===== src/rtl/mem_arbiter_pkg.sv =====
// rtl/mem_arbiter_pkg.sv - shared types and default sizes for the memory-port arbiter
package mem_arbiter_pkg;

  localparam int DEF_ADDR_WIDTH   = 16;
  localparam int DEF_LINE_WIDTH   = 128;
  localparam int DEF_STARVE_LIMIT = 4;

  typedef logic [DEF_LINE_WIDTH-1:0] lc3b_line;

  typedef enum logic [1:0] {
    ARB_IDLE,
    ARB_GRANT_I,
    ARB_GRANT_D
  } arb_state_t;

endpackage


===== src/rtl/mem_arbiter.sv =====
// rtl/mem_arbiter.sv - shares one memory port between I-side and D-side cache miss paths
module mem_arbiter
  import mem_arbiter_pkg::*;
#(
  parameter int ADDR_WIDTH   = DEF_ADDR_WIDTH,
  parameter int LINE_WIDTH   = DEF_LINE_WIDTH,
  parameter int STARVE_LIMIT = DEF_STARVE_LIMIT
) (
  input  logic                  clk,
  input  logic                  reset,
  input  logic                  i_read,
  input  logic [ADDR_WIDTH-1:0] i_address,
  output logic [LINE_WIDTH-1:0] i_rdata,
  output logic                  i_resp,
  input  logic                  d_read,
  input  logic                  d_write,
  input  logic [ADDR_WIDTH-1:0] d_address,
  input  logic [LINE_WIDTH-1:0] d_wdata,
  output logic [LINE_WIDTH-1:0] d_rdata,
  output logic                  d_resp,
  output logic                  mem_read,
  output logic                  mem_write,
  output logic [ADDR_WIDTH-1:0] mem_address,
  output logic [LINE_WIDTH-1:0] mem_wdata,
  input  logic [LINE_WIDTH-1:0] mem_rdata,
  input  logic                  mem_resp
);

  // The streak counter is 3 bits wide, so the limit must fit in it.
  localparam logic [2:0] STREAK_MAX = 3'(STARVE_LIMIT);

  arb_state_t            state_q, state_d;
  logic                  rd_q, rd_d;
  logic                  wr_q, wr_d;
  logic [ADDR_WIDTH-1:0] addr_q, addr_d;
  logic [LINE_WIDTH-1:0] wdata_q, wdata_d;
  logic [2:0]            streak_q, streak_d;
  logic                  pend_i, pend_d, force_i;

  assign pend_i  = i_read;
  assign pend_d  = d_read | d_write;
  // I-side wins a tie only once D has been granted STARVE_LIMIT times in a row over it.
  assign force_i = pend_i && (streak_q == STREAK_MAX);

  // Next-state, grant capture, streak update and completion pulses.
  always_comb begin
    state_d  = state_q;
    rd_d     = rd_q;
    wr_d     = wr_q;
    addr_d   = addr_q;
    wdata_d  = wdata_q;
    streak_d = streak_q;
    i_resp   = 1'b0;
    d_resp   = 1'b0;
    case (state_q)
      ARB_IDLE: begin
        if (pend_d && !force_i) begin
          state_d = ARB_GRANT_D;
          addr_d  = d_address;
          // A simultaneous read+write is resolved as a write.
          wr_d    = d_write;
          rd_d    = ~d_write;
          if (d_write) begin
            wdata_d = d_wdata;
          end
          if (!i_read) begin
            streak_d = 3'd0;
          end else if (streak_q != STREAK_MAX) begin
            streak_d = streak_q + 3'd1;
          end
        end else if (pend_i) begin
          state_d  = ARB_GRANT_I;
          addr_d   = i_address;
          rd_d     = 1'b1;
          wr_d     = 1'b0;
          streak_d = 3'd0;
        end
      end
      ARB_GRANT_I: begin
        if (mem_resp) begin
          i_resp  = 1'b1;
          state_d = ARB_IDLE;
          rd_d    = 1'b0;
          wr_d    = 1'b0;
        end
      end
      ARB_GRANT_D: begin
        if (mem_resp) begin
          d_resp  = 1'b1;
          state_d = ARB_IDLE;
          rd_d    = 1'b0;
          wr_d    = 1'b0;
        end
      end
      default: begin
        state_d = ARB_IDLE;
        rd_d    = 1'b0;
        wr_d    = 1'b0;
      end
    endcase
  end

  // State and grant registers; reset abandons any in-flight memory operation.
  always_ff @(posedge clk or posedge reset) begin
    if (reset) begin
      state_q  <= ARB_IDLE;
      rd_q     <= 1'b0;
      wr_q     <= 1'b0;
      addr_q   <= '0;
      wdata_q  <= '0;
      streak_q <= 3'd0;
    end else begin
      state_q  <= state_d;
      rd_q     <= rd_d;
      wr_q     <= wr_d;
      addr_q   <= addr_d;
      wdata_q  <= wdata_d;
      streak_q <= streak_d;
    end
  end

  assign mem_read    = rd_q;
  assign mem_write   = wr_q;
  assign mem_address = addr_q;
  assign mem_wdata   = wdata_q;
  assign i_rdata     = mem_rdata;
  assign d_rdata     = mem_rdata;

endmodule

===== config.mk =====
export PLATFORM = sky130hd
export DESIGN_NAME = mem_arbiter
export DESIGN_NICKNAME = d
export VERILOG_FILES = /design/src/rtl/mem_arbiter_pkg.sv /design/src/rtl/mem_arbiter.sv
export SDC_FILE = /design/constraint.sdc
export NUM_CORES = 1
export LEC_CHECK = 0
export CELL_PAD_IN_SITES_DETAIL_PLACEMENT = 2
export CELL_PAD_IN_SITES_GLOBAL_PLACEMENT = 2
export CORE_AREA = 2 2 269 271
export CTS_CLUSTER_DIAMETER = 40
export DETAILED_ROUTE_END_ITERATION = 16
export DIE_AREA = 0 0 271 273
export HOLD_SLACK_MARGIN = 0.05
export PLACE_DENSITY = 0.59
export SYNTH_ARGS = -nofsm -noshare
export SYNTH_HDL_FRONTEND = slang
export SYNTH_SLANG_ARGS = --single-unit

===== constraint.sdc =====
create_clock -name clk -period 4.38 [get_ports clk]
set_clock_uncertainty 0.05 [all_clocks]
set_input_delay 0.657 -clock clk [delete_from_list [all_inputs] [get_ports clk]]
set_output_delay 0.657 -clock clk [all_outputs]
set_load 0.02 [all_outputs]

After elaboration in Yosys (flattened, before gate mapping)
Cells that the tools add are included.

storage, ports and cells
  bits in read-only memories = 0
  memories kept = 0
  bits in registers = 151
  latch bits = 0
  RAM bits = 0
  logic and storage cells = 46
  input bits = 294

cells by class
  bitwise logic cells = 2
  equal/unequal tests = 7
  magnitude comparators = 0
  mux-type cells = 20
  shift operators = 0
  multipliers = 0
  divide/modulo/power cells = 0
  reductions and logical operators = 10
  add/subtract/negate cells = 1

operator list
  kind                                                                     number
  16-bit two-way mux                                                       2
  3-bit two-way mux                                                        4
  1-bit two-way mux                                                        8
  2-bit two-way mux                                                        3
  3-bit inequality test, second input constant                             2
  3-bit AND reduction                                                      2
  1-bit one-hot mux with 2 select lines                                    2
  2-bit one-hot mux with 2 select lines                                    1
  2-bit AND reduction                                                      2
  3-bit by 1-bit adder with 3-bit output, second input constant            1
  3-bit == test, second input constant                                     1
  3-bit by 2-bit inequality test with 1-bit output, second input constant  1
  2-bit by 1-bit == test with 1-bit output, second input constant          1
  2-bit == test, second input constant                                     1
  1-bit logical AND                                                        2
  2-bit logical NOT                                                        1
  2-bit by 1-bit inequality test with 1-bit output, second input constant  1
  2-bit nonzero test                                                       1
  2-bit OR reduction                                                       1
  1-bit logical NOT                                                        1
  1-bit inverter                                                           1
  1-bit OR                                                                 1

Logic depth before layout (Yosys ltp)
Gate-level depths: netlist (run 1).

  depth after elaboration = 6
  gate-level depth with buffers = 7
  mapped depth without buffers = 5

Worst setup path before layout (run 1)
Ideal clock, no wire load.

  kind = in2reg
  start = in d_write
  end = reg wdata_q[0] (netlist: mem_wdata[0])
  setup time = 0.125 ns
  data arrival time = 1.556 ns
  stages = 5
  data required time = 4.205 ns
  setup slack = 2.649 ns
  path through = buf_2 nand3_2 buf_12 buf_12 mux2_4

on the way
  word-level cells in the longest chain between the ends = 3

ends and longest elaborated chain
  item                                      RTL line            text
  start, declared                           mem_arbiter.sv:16   input logic d_write,
  1-bit OR                                  mem_arbiter.sv:41   assign pend_d = d_read | d_write;
  1-bit logical AND                         mem_arbiter.sv:57   if (pend_d && !force_i) begin
  3-bit AND reduction (no source line) (*)  n/a
  end signal, assigned                      mem_arbiter.sv:117  wdata_q <= wdata_d;
  end, declared                             mem_arbiter.sv:36   logic [LINE_WIDTH-1:0] wdata_q, wdata_d;

Every way passes the cells marked *; elsewhere a longest branch is shown, timed or not.
A chain may end at the register's enable or synchronous reset.

Worst setup path in the final report (run 1)
  start = in mem_resp
  end = out i_resp

on the way
  word-level cells in the longest chain between the ends = 2

ends and longest elaborated chain
  item               RTL line           text
  start, declared    mem_arbiter.sv:26  input logic mem_resp
  1-bit two-way mux  mem_arbiter.sv:80  if (mem_resp) begin
  1-bit two-way mux  mem_arbiter.sv:55  case (state_q)
  end, declared      mem_arbiter.sv:14  output logic i_resp,

Every way passes these cells.

==> key figures, run 1 <==
Timing
  – Max Freq: 382 MHz
  – Ratio of final minimum period to clock period: 0.597
  – Slew HR: 0.261
  – Final Slew Violations: 0
  – Hold Vio Cnt, Final: 0
  – RSZ-0062 raised after global routing: false
  – Min cycle time layout: 2.62 ns
  – Worst slew pin tran: 1.11 ns
  – Setup tns final: 0 ns
  – Final setup fails: 0

Critical path
  – Crit-path max FO: 3
  – Critical path class: input pin to output pin
  – Required @ worst endpoint: 3.67 ns
  – CP startpoint kind: input pin
  – Data arrival time of the worst path: 1.91 ns
  – Setup crit end kind: output pin

Synth
  – Count of cell types in the netlist: 32
  – YS warnings: 0
  – Async S/R FF share, synth: 1.00
  – Register area share after synthesis: 0.449
  – Synth top area share: 0.449
  – Area of the mapped netlist: 8420 um^2
  – Synthesized Nets: 962
  – Synth area leaders: dfrtp_1 45%, buf_4 23%, mux2_4 18%
  – Synthesized area per cell: 12.7 um^2
  – Post-synth EDFFs: 0
  – Top FF cell, synth: dfrtp_1
  – Yosys reg bits: 151
  – Synthesized instance count: 663
  – Top cell type by total area after synthesis: dfrtp_1

Final layout
  – Commonest non-fill, non-tap cell in the layout: clkdlybuf4s50_1
  – Nets: 1021
  – Filler instances: 7913
  – Synthesis-to-finish area growth: 33.1%
  – Core Util, Final: 0.158
  – Most frequent cells in the layout: 313 x clkdlybuf4s50_1, 151 x dfrtp_1, 100 x mux2_4, 20 x mux2_1, 18 x nor2_1
  – Share of post-route cells with drive strength above 1: 0.208

Clocking
  – Clock tree sinks: 151
  – CTS tree: done
  – Setup Buffers After CTS: 0
  – CTS resizes: 0
  – Clock Path Buffers: 2
  – CTS Hold Bufs: 0
  – CTS Buf Count: 17
  – Clk_lat worst skew: 0.47 ns
  – Worst-path clk slew: 0.07 ns
  – H-tree lvl count: 4
  – Root Driver: clkbuf_16

Detailed routing
  – WL final: 29700 um
  – WL per Instance: 17.6 um
  – Iteration-0 DRC Markers: 138
  – Residual DRC count: 0
  – Antenna Nets Post-Route: 0
  – Via-to-Cell Ratio: 3.00
  – Vias: 5064
  – Drt first pass iters: 4

Die
  – Die X: 271 um
  – Die Height: 273 um
  – Initial core utilization: 0.119
  – Die ar.: 74000 um^2
  – Boundary Pins: 698
  – FP Rows: 98
  – Core area: 71000 um^2

Power and ir drop
  – P_leak: 4.55 nW
  – P_int: 0.00524 W
  – Switching power: 0.00318 W
  – Logic pwr share: 0.510
  – Sw Share: 0.378
  – Power Dens Cells: 751 nW/um^2
  – Worst vdd ir: 234 uV
  – Clock share of power: 0.188
  – Seq pwr share: 0.301

Global route
  – Antenna violations before repair: 5
  – GR Overflow Total: 0
  – GR Util All Layers: 0.0802
  – First-pass GRT wire length: 42300 um
  – Largest net degree at the start of global routing: 152
  – Vias in the first global route: 5729

Place
  – PortBufs: 313
  – Final GP Congestion: 0.738
  – DPL Wire Length: 21800 um

Outcome
  – Run status: completed

Hold path
  – Worst hold path class: register to register

Flow run
  – Max-cap violations: 0
-- synthesized netlist by cell type, types with 2 or more instances --
cell / number
nor2_1: 18
mux2_2: 8
a22o_1: 2
o21ai_0: 16
nand2_1: 4
clkbuf_1: 5
buf_12: 11
buf_4: 256
inv_1: 7
a31oi_1: 17
buf_6: 3
buf_2: 5
and2_1: 2
a32o_1: 2
ha_1: 5
a21oi_1: 16
dfrtp_1: 151
mux2_4: 100
o22ai_1: 2
mux2_1: 20
nand3_2: 2
-- registers in the layout (all words and copies together), names as in the netlist --
register / flops
mem_wdata: 128
mem_address: 16
streak_q: 3
state_q: 2
mem_read: 1
mem_write: 1
-- power groups by stage --
stage	combinational [W]	sequential [W]	clock, W
after detailed placement	0.00437	0.00257	0
after global placement	0.00430	0.00255	0
final	0.00430	0.00254	0.00158
after CTS	0.00438	0.00256	0.00172
after floorplan	0.00198	0.00334	0
after global routing	0.00456	0.00265	0.00174
-- worst paths after layout --
kind	from	end	slack, ns	cells past startpoint
worst max-delay path	mem_resp	i_resp	1.76	3
max in group asynchronous	reset	mem_address[2]	2.81	3
worst min register to register	mem_wdata[37]	mem_wdata[37]	0.44	1
min in group asynchronous	reset	mem_wdata[63]	0.74	3
worst max register to register	state_q[1]	mem_wdata[103]	1.85	5
worst min-delay path	mem_wdata[37]	mem_wdata[37]	0.44	1
-- worst max-delay path, cell delays in order --
cell             delay [ns]
clkdlybuf4s50_1        0.49
and2_1                 0.13
clkdlybuf4s50_1        0.62
-- cell type report --
| type | instances | area [um^2] | area share |
|---|---|---|---|
| repair buffers | 321 | 3220 | 0.287 |
| well taps | 950 | 1190 | 0.106 |
| diodes | 3 | 7.51 | 0.000670 |
| flip-flops and latches | 151 | 3780 | 0.337 |
| clock buffers | 17 | 425 | 0.0380 |
| inverters | 7 | 30.0 | 0.00268 |
| multi-input cells | 224 | 2400 | 0.214 |
| clock inverters | 15 | 161 | 0.0144 |
-- metrics by stage --
stage                     hold slack (ns)  power, W  instance area (um^2)  worst slack (ns)  std cells
after global placement              0.422   0.00684                 10600              1.31       1653
after detailed placement            0.433   0.00694                 10600              1.24       1653
final                               0.441   0.00842                 11200              1.76       1688
after global routing                0.454   0.00894                 11200              1.68       1687
after floorplan                     0.435   0.00532                  8420              1.77        663
after CTS                           0.449   0.00866                 11200              1.73       1685
-- logic make-up (layout without fill, tap and decap cells) --
family | after synthesis | in the layout | synth area share
compound gates | 59 | 59 | 0.0426
flops | 151 | 151 | 0.449
fa+ha+maj | 5 | 5 | 0.00743
simple gates | 32 | 32 | 0.0181
other cells | 0 | 3 | 0
mux | 128 | 128 | 0.216
buf+inv | 288 | 360 | 0.267
-- layer usage --
layer  GRT usage  part of all wire  wire, um  up-vias
met5      0.0103            0.0037       109        -
met4      0.0503             0.046      1360        6
met3      0.0434              0.11      3390      112
met2       0.127              0.47     13900      412
met1      0.0824              0.37     10900     2456
li1            -                 -         -     2078
Note: power is estimated with default switching activity, not from simulation.
==> run 2: changes to the inputs <==
--- a/config.mk
+++ b/config.mk
@@ -7,12 +7,12 @@
 export LEC_CHECK = 0
 export CELL_PAD_IN_SITES_DETAIL_PLACEMENT = 2
 export CELL_PAD_IN_SITES_GLOBAL_PLACEMENT = 2
-export CORE_AREA = 2 2 269 271
+export CORE_AREA = 2 2 270 272
 export CTS_CLUSTER_DIAMETER = 40
 export DETAILED_ROUTE_END_ITERATION = 16
-export DIE_AREA = 0 0 271 273
+export DIE_AREA = 0 0 272 274
 export HOLD_SLACK_MARGIN = 0.05
-export PLACE_DENSITY = 0.59
+export PLACE_DENSITY = 0.57
 export SYNTH_ARGS = -nofsm -noshare
 export SYNTH_HDL_FRONTEND = slang
 export SYNTH_SLANG_ARGS = --single-unit
==> constraint.sdc (replaced) <==
create_clock -name clk -period 2.6 [get_ports clk]
set_clock_uncertainty 0.05 [all_clocks]
set_input_delay 0.39 -clock clk [delete_from_list [all_inputs] [get_ports clk]]
set_output_delay 0.39 -clock clk [all_outputs]
set_load 0.02 [all_outputs]
==> key figures, run 2 (synthesis results as in run 1) <==
Global route
  – First-pass GRT wire length: 40100 um (-5.2%)
  – Antenna violations before repair: 6 (+1)
  – GR Util All Layers: 0.0746 (-0.00559)
  – GR Overflow Total: 0 (unchanged)
  – Vias in the first global route: 5862 (+2.3%)
  – Largest net degree at the start of global routing: 59 (-61%)

Power and ir drop
  – P_leak: 4.62 nW (+1.4%)
  – Power Dens Cells: 1240 nW/um^2 (+65%)
  – Worst vdd ir: 403 uV (+72%)

Die
  – Die Height: 274 um (+0.37%)
  – Core area: 72000 um^2 (+1.4%)
  – FP Rows: 99 (+1.0%)
  – Initial core utilization: 0.117 (-0.00160)
  – Boundary Pins: 698 (unchanged)
  – Die X: 272 um (+0.37%)
  – Die ar.: 74500 um^2 (+0.74%)

Hold path
  – Worst hold path class: input pin to async pin

Clocking
  – CTS tree: done
  – Clock tree sinks: 151 (unchanged)
  – CTS Hold Bufs: 0 (unchanged)
  – Clock Path Buffers: 2 (unchanged)
  – Root Driver: clkbuf_16
  – CTS resizes: 0 (unchanged)
  – Clk_lat worst skew: 0.46 ns (about the same)
  – H-tree lvl count: 4 (unchanged)
  – Setup Buffers After CTS: 0 (unchanged)
  – Worst-path clk slew: 0.07 ns (about the same)
  – CTS Buf Count: 17 (unchanged)

Critical path
  – Setup crit end kind: output pin
  – R2R setup slack: 0.56 ns (-1.29 ns)
  – CP startpoint kind: register
  – Data arrival time of the worst path: 1.94 ns (+0.03 ns)
  – Critical path class: register to output pin
  – Required @ worst endpoint: 2.16 ns (-1.51 ns)
  – Crit-path max FO: 2 (-1)

Detailed routing
  – Via-to-Cell Ratio: 2.94 (-1.9%)
  – Antenna Nets Post-Route: 0 (unchanged)
  – Iteration-0 DRC Markers: 194 (+41%)
  – Drt first pass iters: 4 (unchanged)
  – WL final: 28300 um (-4.7%)
  – Vias: 5034 (-0.59%)
  – Residual DRC count: 0 (unchanged)
  – WL per Instance: 16.5 um (-5.9%)

Final layout
  – Nets: 1035 (+1.4%)
  – Most frequent cells in the layout: 313 x clkdlybuf4s50_1, 151 x dfrtp_1, 100 x mux2_4, 20 x mux2_1, 18 x nor2_1
  – Share of post-route cells with drive strength above 1: 0.223 (+0.0148)
  – Reg area: 3780 um^2 (unchanged)
  – Max reg flops: 128 (unchanged)
  – Synthesis-to-finish area growth: 34.8%
  – Core Util, Final: 0.158 (-0.000168)
  – Multi-input logic area: 2400 um^2 (unchanged)
  – Commonest non-fill, non-tap cell in the layout: clkdlybuf4s50_1
  – Filler instances: 8113 (+2.5%)

Timing
  – Max Freq: 420 MHz
  – Hold Vio Cnt, Final: 0 (unchanged)
  – Setup tns final: 0 ns (unchanged)
  – Slew HR: 0.415 (+0.154)
  – Worst slew pin tran: 0.877 ns (-0.231 ns)
  – Min cycle time layout: 2.38 ns
  – Final Slew Violations: 0 (unchanged)
  – Ratio of final minimum period to clock period: 0.916
  – RSZ-0062 raised after global routing: false
  – Final setup fails: 0 (unchanged)

Place
  – DPL Wire Length: 21800 um (+0.15%)
  – Final GP Congestion: 0.731 (-1.1%)
  – PortBufs: 313 (unchanged)

Outcome
  – Run status: completed

Flow run
  – Max-cap violations: 0 (unchanged)
## run 2: cell count changes in the layout (fill, tap and decap cells not counted), sizes merged
cell      change
buf          +14
inv           -5
clkbuf        +3
clkinvlp      +3
bufinv        -1
## run 2: worst max-delay path: stages (launching register included)
cell and delay [ns]:
dfrtp_1 0.36, buf_4 0.12, ha_1 0.13, and2_1 0.23
clkdlybuf4s50_1 0.65
## run 2: path summary, 6_finish.rpt
kind	startpoint	end	depth (start not counted)
setup / recovery	state_q[0]	i_resp	4
hold / removal	reset	mem_wdata[106]	2
setup reg to reg	state_q[0]	mem_address[15]	5
hold reg to reg	mem_wdata[41]	mem_wdata[41]	1
max in group asynchronous	reset	mem_address[11]	3
min in group clk	i_address[1]	mem_address[1]	3
## run 2: layer usage
metal	vias to the layer above	global-route usage	wire length (um)
met3	94	0.0481	3590
met5	-	0.00963	117
met4	8	0.0427	1080
li1	2096	-	-
met1	2442	0.0733	10000
met2	394	0.118	13500
## run 2: layout make-up
cell class / count / share of cell area
antenna: 3 / 0.000661
multi-input combinational: 224 / 0.211
inverter: 7 / 0.00265
clock buffer: 20 / 0.0411
sequential: 151 / 0.333
timing repair buffer: 335 / 0.297
clock inverter: 12 / 0.00838
tap: 959 / 0.106
## run 2: power by group
group	total, W	internal (W)	switching [W]
registers	0.00426	0.00355	0.000705
logic	0.00737	0.00402	0.00335
clock network	0.00246	0.00131	0.00116
total	0.0141	0.00888	0.00521
## run 2: through the flow
| step | setup WS [ns] | power (W) | instances | hold slack [ns] | area [um^2] |
|---|---|---|---|---|---|
| detailed placement | 0.229 | 0.0118 | 1676 | 0.435 | 10800 |
| global placement | 0.239 | 0.0116 | 1676 | 0.423 | 10800 |
| CTS | 0.0799 | 0.0144 | 1708 | 0.0737 | 11300 |
| floorplan | 0.257 | 0.00897 | 663 | 0.435 | 8420 |
| global route | 0.0424 | 0.0149 | 1709 | 0.0974 | 11300 |
| finish | 0.218 | 0.0141 | 1711 | 0.126 | 11300 |
